[src/rtl/laser_window_sched.sv]
// laser_window_sched - MEMS-angle driven laser gate with double-buffered window table.
// Angle/zero flags are synchronized; the active table only changes between sweeps while running.
module laser_window_sched #(
  parameter int N_WIN       = 8,
  parameter int CNT_W       = 12,
  parameter int WDOG_CYCLES = 5000000
) (
  input  logic             clk_50,
  input  logic             rst,
  input  logic             en,
  input  logic             signal_angle,
  input  logic             signal_mid,
  input  logic             cfg_we,
  input  logic [2:0]       cfg_addr,
  input  logic [CNT_W-1:0] cfg_start,
  input  logic [CNT_W-1:0] cfg_stop,
  input  logic             cfg_en,
  input  logic             cfg_commit,
  output logic             commit_pending,
  output logic             laser,
  output logic [1:0]       state,
  output logic             fault,
  output logic [CNT_W-1:0] angle_cnt
);

  localparam logic [1:0] IDLE  = 2'd0;
  localparam logic [1:0] ARM   = 2'd1;
  localparam logic [1:0] RUN   = 2'd2;
  localparam logic [1:0] FAULT = 2'd3;

  localparam int               WD_W    = $clog2(WDOG_CYCLES) + 1;
  localparam logic [WD_W-1:0]  WD_LAST = WD_W'(WDOG_CYCLES - 1);
  localparam logic [CNT_W-1:0] CNT_MAX = {CNT_W{1'b1}};

  logic             ang_sync1_q, ang_sync2_q;
  logic             mid_sync1_q, mid_sync2_q;
  logic             angle_edge, zero_edge;

  logic [1:0]       state_q, state_d;
  logic [CNT_W-1:0] angle_cnt_q, angle_cnt_d;
  logic [WD_W-1:0]  wdog_q, wdog_d;
  logic             pending_q, pending_d;
  logic             laser_q, laser_d;
  logic             commit_apply;
  logic             wr_ok;
  logic             hit;

  logic [CNT_W-1:0] sh_start_q  [N_WIN];
  logic [CNT_W-1:0] sh_stop_q   [N_WIN];
  logic             sh_en_q     [N_WIN];
  logic [CNT_W-1:0] act_start_q [N_WIN];
  logic [CNT_W-1:0] act_stop_q  [N_WIN];
  logic             act_en_q    [N_WIN];

  assign angle_edge = ang_sync1_q & ~ang_sync2_q;
  assign zero_edge  = mid_sync1_q & ~mid_sync2_q;

  // In RUN the swap waits for the zero flag so a sweep never mixes two tables.
  assign commit_apply = pending_q && ((state_q != RUN) || zero_edge);
  assign wr_ok        = cfg_we && (32'(cfg_addr) < N_WIN);

  always_comb begin
    hit = 1'b0;
    for (int i = 0; i < N_WIN; i++) begin
      if (act_en_q[i] && (angle_cnt_q >= act_start_q[i]) && (angle_cnt_q < act_stop_q[i])) begin
        hit = 1'b1;
      end
    end
  end

  always_comb begin
    angle_cnt_d = angle_cnt_q;
    if (zero_edge) begin
      angle_cnt_d = CNT_W'(1);
    end else if (angle_edge && (angle_cnt_q != CNT_MAX)) begin
      angle_cnt_d = angle_cnt_q + CNT_W'(1);
    end
  end

  always_comb begin
    pending_d = pending_q;
    if (commit_apply) begin
      pending_d = 1'b0;
    end else if (cfg_commit) begin
      pending_d = 1'b1;
    end
  end

  always_comb begin
    wdog_d = '0;
    if ((state_q == RUN) && !zero_edge) begin
      wdog_d = (wdog_q == WD_LAST) ? wdog_q : wdog_q + WD_W'(1);
    end
  end

  always_comb begin
    state_d = state_q;
    if (!en) begin
      state_d = IDLE;
    end else begin
      case (state_q)
        IDLE:    state_d = ARM;
        ARM:     if (zero_edge) state_d = RUN;
        RUN:     if (!zero_edge && (wdog_q == WD_LAST)) state_d = FAULT;
        default: state_d = FAULT;
      endcase
    end
  end

  // Gating on the next state drops the laser on the very edge that leaves RUN.
  assign laser_d = (state_d == RUN) && hit;

  always_ff @(posedge clk_50 or posedge rst) begin
    if (rst) begin
      ang_sync1_q <= 1'b0;
      ang_sync2_q <= 1'b0;
      mid_sync1_q <= 1'b0;
      mid_sync2_q <= 1'b0;
      state_q     <= IDLE;
      angle_cnt_q <= CNT_W'(1);
      wdog_q      <= '0;
      pending_q   <= 1'b0;
      laser_q     <= 1'b0;
    end else begin
      ang_sync1_q <= signal_angle;
      ang_sync2_q <= ang_sync1_q;
      mid_sync1_q <= signal_mid;
      mid_sync2_q <= mid_sync1_q;
      state_q     <= state_d;
      angle_cnt_q <= angle_cnt_d;
      wdog_q      <= wdog_d;
      pending_q   <= pending_d;
      laser_q     <= laser_d;
    end
  end

  always_ff @(posedge clk_50 or posedge rst) begin
    if (rst) begin
      for (int i = 0; i < N_WIN; i++) begin
        sh_start_q[i]  <= '0;
        sh_stop_q[i]   <= '0;
        sh_en_q[i]     <= 1'b0;
        act_start_q[i] <= '0;
        act_stop_q[i]  <= '0;
        act_en_q[i]    <= 1'b0;
      end
    end else begin
      if (commit_apply) begin
        for (int i = 0; i < N_WIN; i++) begin
          act_start_q[i] <= sh_start_q[i];
          act_stop_q[i]  <= sh_stop_q[i];
          act_en_q[i]    <= sh_en_q[i];
        end
      end
      if (wr_ok) begin
        sh_start_q[cfg_addr] <= cfg_start;
        sh_stop_q[cfg_addr]  <= cfg_stop;
        sh_en_q[cfg_addr]    <= cfg_en;
      end
    end
  end

  assign commit_pending = pending_q;
  assign laser          = laser_q;
  assign state          = state_q;
  assign fault          = (state_q == FAULT);
  assign angle_cnt      = angle_cnt_q;

endmodule

[config.mk]
export PLATFORM = sky130hd
export DESIGN_NAME = laser_window_sched
export DESIGN_NICKNAME = d
export VERILOG_FILES = /design/src/rtl/laser_window_sched.sv
export SDC_FILE = /design/constraint.sdc
export NUM_CORES = 1
export LEC_CHECK = 0
export ABC_CLOCK_PERIOD_IN_PS = 18350
export BUFFER_PORTS_ARGS = -buffer_cell sky130_fd_sc_hd__buf_2
export CORE_MARGIN = 8
export CORE_UTILIZATION = 56
export DETAILED_ROUTE_END_ITERATION = 10
export PLACE_DENSITY = 0.73
export SYNTH_ARGS = -nofsm -noshare
export SYNTH_HDL_FRONTEND = slang
export SYNTH_SLANG_ARGS = --single-unit
[constraint.sdc]
create_clock -name clk_50 -period 18.35 [get_ports clk_50]
set_input_delay 1.835 -clock clk_50 [delete_from_list [all_inputs] [get_ports clk_50]]
set_output_delay 1.835 -clock clk_50 [all_outputs]
set_load 0.005 [all_outputs]
==> results.json, run 1 <==
{
  "run_status": "completed",
  "final_cell_area_um2": 23700,
  "tightest_slew_ns": 1.08,
  "synth_mux_area_share_pct": 21.2,
  "grt_max_degree": 154,
  "ant_nets": 0,
  "async_flop_share_pct": 100,
  "synth_top_family_by_area": "multiplexers",
  "core_region_area_um2": 37600,
  "gp_congestion": 0.777,
  "synth-xor-area-share_pct": 1.07,
  "synth-edff-count": 0,
  "die_x_um": 211,
  "dpl_cell_area_um2": 22300,
  "synthAdderAreaFrac_pct": 10.9,
  "cts-resized-gates": 0,
  "rows": 71,
  "synthSimpleGateAreaFrac_pct": 5.80,
  "intPower_uw": 2110,
  "cts.sinks": 444,
  "numCtsBuffers": 47,
  "most-common-layout-cells": "dfrtp_1, mux2_2, ha_1",
  "wl_mm": 46.4,
  "postCtsSetupRepairBufs": 0,
  "setup_tns_ns": 0,
  "critPathKind": "reg -> reg",
  "holdBufCountCts": 0,
  "maxCapViolations": 0,
  "max-slew-margin-rel_pct": 27.8,
  "synth_cell_types": 55,
  "wl_per_cell_um": 20.1,
  "r2r_cells": 6,
  "num_io_pins": 52,
  "seq_power_share_pct": 46.8,
  "io_buffers": 51,
  "grt_first_pass_wirelength_mm": 75.2,
  "finalCriticalPeriod_ns": 3.95,
  "p_leak_uw": 0.0114,
  "initial_core_util_pct": 56.8,
  "timing.fmax_mhz": 253,
  "clkPwrFrac_pct": 31.0,
  "dp.cells": 2227,
  "globalRoute.totalOverflow": 0,
  "first_global_vias": 13800,
  "syn_avg_cell_area_um2": 12.7,
  "n_antenna_cell": 0,
  "synth-seq-cells": 444,
  "path_max_fanout": 78,
  "die-area_um2": 44600,
  "final_util_pct": 63.2,
  "vias": 13100,
  "rsz0062_at_grt": "no",
  "synth-compound-area-share_pct": 4.61,
  "htree_levels": 2,
  "drive_gt1_share_pct": 31.1,
  "ys_warn_count": 0,
  "mostFrequentLayoutCell": "dfrtp_1",
  "fin_cells": 2311,
  "antenna_found_initial": 1,
  "clock_latency_ns": 0.54,
  "switchingPower_uw": 814,
  "synth_cells": 1687,
  "r2r_slack_ns": 14.40,
  "cts_max_path_buffers": 3,
  "min_period_over_period_pct": 21.5,
  "peakVddDrop_uv": 73.1,
  "drtIter0Drc": 639,
  "synthFlopType": "dfrtp_1",
  "cp.required_ns": 18.77,
  "cts_tree": "done",
  "worstHoldPathType": "reg -> reg",
  "chipHeight_um": 211,
  "setup_violations": 0,
  "p_per_area_nw_per_um2": 123,
  "synth.cell_area_um2": 21300,
  "grtUsageTotal_pct": 21.4,
  "layout.nets": 1986,
  "combPwrFrac_pct": 22.1,
  "crit_path_end_kind": "flop",
  "worstPathArrival_ns": 4.37,
  "place_hpwl_mm": 29.4,
  "min_path_cells": 0,
  "drv_slew": 0,
  "drt-vias-per-instance": 5.67,
  "synth_nets": 1908,
  "cts_root_buf": "clkbuf_16",
  "clk_pin_slew_ns": 0.06,
  "synth-seq-area-share_pct": 52.1,
  "finalClockSkew_ns": 0.0109,
  "startpoint_type": "flop",
  "first_pass_iters": 5,
  "drc": 0,
  "swShare_pct": 27.9,
  "hold_viol": 0,
  "syn2layout_area_growth_pct": 11.2
}
-- worst max-delay path, cell delays in order (launching register included) --
cell and delay, ns:
dfrtp_1 0.39, nand2b_1 0.13, nand3_1 0.75, nand2_4 0.28, buf_4 0.82, buf_4 0.94, mux2_2 0.43
-- state kept, by name, indices dropped and copies added, names as in the netlist, 2 cells and up --
signal / count
act_en_q: 8
act_stop_q: 96
angle_cnt: 12
state: 2
sh_stop_q: 96
wdog_q: 24
act_start_q: 96
sh_en_q: 8
sh_start_q: 96
-- power by group through the flow --
stage / Clock [uW] / Combinational [uW] / Sequential [uW]
6_report: 907 / 646 / 1370
5_1_grt: 963 / 732 / 1400
4_1_cts: 927 / 652 / 1370
3_5_place_dp: 0 / 644 / 1380
3_3_place_gp: 0 / 608 / 1370
2_1_floorplan: 0 / 497 / 1350
-- kinds of logic (layout without fill, tap and decap cells) --
kind of cell    count (synthesis)  count (layout)
compound gates                160             160
xor+xnor                       26              26
fa+ha+maj                     186             186
buf+inv                       233             346
flops                         444             444
mux                           403             403
simple gates                  235             235
-- path summary, 6_finish.rpt --
path	from	endpoint
worst max-delay path	mid_sync1_q$_DFF_PP0_	act_start_q[78]$_DFFE_PP0P_
worst min-delay path	ang_sync1_q$_DFF_PP0_	ang_sync2_q$_DFF_PP0_
worst max register to register	mid_sync1_q$_DFF_PP0_	act_start_q[78]$_DFFE_PP0P_
worst min register to register	ang_sync1_q$_DFF_PP0_	ang_sync2_q$_DFF_PP0_
max in group asynchronous	rst	act_start_q[43]$_DFFE_PP0P_
min in group asynchronous	rst	wdog_q[10]$_DFFE_PP0P_
-- metrics by stage --
stage                     worst slack [ns]  hold WS [ns]  total power [uW]
after detailed placement             13.84         0.371              2030
after floorplan                       4.14         0.347              1840
final                                14.40         0.385              2920
after CTS                            14.35         0.378              2950
after global routing                 14.05         0.396              3100
after global placement               13.91         0.357              1980
-- cell usage after synthesis (5+ instances only) --
| master | n | area, um^2 |
|---|---|---|
| dfrtp_1 | 443 | 11100 |
| mux2_2 | 400 | 4500 |
| ha_1 | 186 | 2330 |
| inv_1 | 186 | 698 |
| nor2_1 | 56 | 210 |
| a21oi_1 | 55 | 275 |
| o21ai_0 | 39 | 195 |
| nand2_1 | 38 | 143 |
| nand3_1 | 34 | 170 |
| buf_2 | 29 | 145 |
| nand4_1 | 26 | 163 |
| xor2_1 | 18 | 158 |
| a211oi_1 | 17 | 128 |
| clkbuf_1 | 17 | 63.8 |
| a21o_1 | 13 | 97.6 |
| nand2b_1 | 12 | 75.1 |
| nor3_1 | 12 | 60.1 |
| nor2b_1 | 11 | 68.8 |
| nor4_1 | 8 | 50.1 |
| xnor2_1 | 8 | 70.1 |
| o211ai_1 | 7 | 52.6 |
| or3_1 | 7 | 43.8 |
| and3_1 | 5 | 31.3 |
-- per-layer routing --
layer / vias to the layer above / share of wire (%) / track usage (%)
met5: - / 0 / 0
met4: 0 / 2.5 / 6.35
met3: 90 / 3.5 / 3.19
met2: 209 / 46 / 34.4
met1: 6744 / 48 / 29.8
li1: 6063 / - / -
-- cell type report --
class / count / area [um^2]
Timing Repair Buffer: 76 / 455
Clock buffer: 74 / 1430
Clock inverter: 10 / 53.8
Sequential cell: 444 / 11100
Fill cell: 2916 / 13800
Multi-Input combinational cell: 1010 / 9340
Inverter: 186 / 706
Tap cell: 511 / 639
(Power assumes the default switching activity.)
==> inputs of run 2 (changes only) <==
Settings changed: ABC_AREA from default to 1, ABC_CLOCK_PERIOD_IN_PS 18350 to 4100.
Clock period 18.35 ns to 4.1 ns, I/O delays scaled along.
==> results.json, run 2 <==
{
  "run_status": "completed",
  "p_per_area_nw_per_um2": 624,
  "synthFlopType": "dfrtp_1",
  "hold_viol": 0,
  "wl_per_cell_um": 18.0,
  "rsz0062_at_grt": "no",
  "critPathMaxStageDelay_ns": 1.00,
  "holdBufCountCts": 1,
  "first_global_vias": 16000,
  "yosys-top-cells-count": "nand2_1, dfrtp_1, o21ai_0",
  "finalCriticalPeriod_ns": 2.69,
  "worstHoldPathType": "in -> async",
  "peakVddDrop_uv": 370,
  "cp_slowest_cell": "dfrtp_1",
  "path_cells": "ha_1, nand2_1, nor3b_1, nand2_1, nand3_2, inv_2, nand2_2, nor2_1, nand4_1, o21ai_0, a21oi_1",
  "drt-vias-per-instance": 5.48,
  "synth-seq-area-share_pct": 52.6,
  "gp_congestion": 0.883,
  "globalRoute.totalOverflow": 0,
  "synth_cell_types": 41,
  "synth-edff-count": 0,
  "drive_gt1_share_pct": 7.25,
  "ant_nets": 0,
  "numCtsBuffers": 47,
  "cts_tree": "done",
  "yosys.area.top_type": "dfrtp_1",
  "initial_core_util_pct": 56.5,
  "synth_nets": 2607,
  "path_max_fanout": 19,
  "layout.nets": 2639,
  "cts_root_buf": "clkbuf_16",
  "finalClockSkew_ns": 0.0171,
  "drtIter0Drc": 1288,
  "die_x_um": 210,
  "clock_latency_ns": 0.56,
  "grt_first_pass_wirelength_mm": 87.1,
  "worstPathArrival_ns": 3.17,
  "async_flop_share_pct": 100,
  "ys_top_cells_by_area": "dfrtp_1, nand2_1, ha_1",
  "cp.required_ns": 4.59,
  "fin_cells": 2966,
  "dpl_cell_area_um2": 21800,
  "max-slew-margin-rel_pct": 25.2,
  "cts.sinks": 444,
  "p_leak_uw": 0.0119,
  "startpoint_type": "flop",
  "antenna_found_initial": 0,
  "grtUsageTotal_pct": 24.7,
  "synth_cells": 2386,
  "cts_max_path_buffers": 3,
  "wl_mm": 53.5,
  "dp.cells": 2879,
  "postCtsSetupRepairBufs": 0,
  "synth.cell_area_um2": 21100,
  "final_cell_area_um2": 23500,
  "io_buffers": 51,
  "grt_max_degree": 224,
  "drv_slew": 0,
  "mostFrequentLayoutCell": "nand2_1",
  "setup_violations": 0,
  "vias": 16300,
  "syn2layout_area_growth_pct": 11.2,
  "synthMostInstantiatedCell": "nand2_1",
  "htree_levels": 2,
  "rows": 71,
  "crit_path_end_kind": "flop",
  "place_hpwl_mm": 35.4,
  "first_pass_iters": 5,
  "synth-seq-cells": 444,
  "n_antenna_cell": 0,
  "ys_warn_count": 0,
  "cp_common_cell": "nand2_1",
  "die-area_um2": 44200,
  "timing.fmax_mhz": 372,
  "critPathKind": "reg -> reg",
  "cts-resized-gates": 0,
  "synth_top_area_share_pct": 52.5,
  "tightest_slew_ns": 1.12,
  "num_io_pins": 52,
  "most-common-layout-cells": "nand2_1, dfrtp_1, o21ai_0",
  "syn_avg_cell_area_um2": 8.85,
  "maxCapViolations": 0,
  "clk_pin_slew_ns": 0.06,
  "min_period_over_period_pct": 65.5,
  "chipHeight_um": 210,
  "drc": 0,
  "core_region_area_um2": 37400
}
## run 2: cell types whose count changed after synthesis, moves of 12 or more
cell / previous run / this run
o21ai_1: 0 / 51
a21oi_1: 55 / 116
nand2_1: 38 / 622
a21o_1: 13 / 1
clkbuf_1: 17 / 60
nor2_1: 56 / 100
nand2b_1: 12 / 0
buf_2: 29 / 1
o21ai_0: 39 / 356
xor2_1: 18 / 2
mux2_2: 400 / 0
buf_4: 0 / 23
inv_1: 186 / 298
## run 2: through the flow
stage,TNS [ns],utilization (%),hold WS (ns),setup slack [ns],total power (uW)
after floorplan,-1024.15,-,0.354,-2.31,9060
after global placement,0,58.4,0.363,1.60,10000
after detailed placement,0,58.4,0.388,1.46,10200
after CTS,0,62.8,0.0113,1.44,14700
after global routing,0,62.8,0.0160,1.20,15600
final,0,62.8,0.0423,1.41,14600
## run 2: report_power, final
| group | internal (uW) | switching (uW) |
|---|---|---|
| clock network | 2630 | 1760 |
| logic | 1300 | 2860 |
| registers | 5600 | 490 |
| total | 9530 | 5110 |
## run 2: worst paths after layout
path	startpoint	to	slack (ns)	cells past startpoint
worst max register to register	angle_cnt[1]$_DFFE_PP0P_	angle_cnt[9]$_DFFE_PP0P_	1.41	11
worst min register to register	mid_sync1_q$_DFF_PP0_	mid_sync2_q$_DFF_PP0_	0.40	0
worst min-delay path	rst	wdog_q[14]$_DFFE_PP0P_	0.04	2
worst max-delay path	angle_cnt[1]$_DFFE_PP0P_	angle_cnt[9]$_DFFE_PP0P_	1.41	11
min in group clk_50	signal_mid	mid_sync1_q$_DFF_PP0_	0.04	1
max in group asynchronous	rst	act_stop_q[51]$_DFFE_PP0P_	3.03	3
## run 2: final cells by class
type	instances	area, um^2
clock inverter	20	225
inverter	302	1140
fill	3113	13900
clock buffer	66	1400
tap	511	639
multi-input combinational	1554	8480
timing repair buffer	69	480
sequential	444	11100
## run 2: cell families after synthesis
kind of cell / Yosys count / share of synthesized area (%)
adders and majority gates: 186 / 11.0
and+or+nand+nor: 823 / 15.8
buffers and inverters: 388 / 7.35
xor gates and xnor gates: 2 / 0.0830
DFF: 444 / 52.6
AOI/OAI and AO/OA: 543 / 13.1
## run 2: critical path: cells and delay by family (launching register included)
| family | cells | cell delay (ns) |
|---|---|---|
| compound gates | 2 | 0.23 |
| flops | 1 | 1.00 |
| fa+ha+maj | 1 | 0.34 |
| buf+inv | 1 | 0.09 |
| simple gates | 7 | 0.95 |
## run 2: layer usage
| metal | global-route usage, % | up-vias | wire [um] |
|---|---|---|---|
| met3 | 3.51 | 87 | 3030 |
| met5 | 0 | - | 0 |
| li1 | - | 7782 | - |
| met2 | 39.0 | 413 | 24500 |
| met4 | 6.90 | 0 | 1290 |
| met1 | 35.4 | 7972 | 24700 |
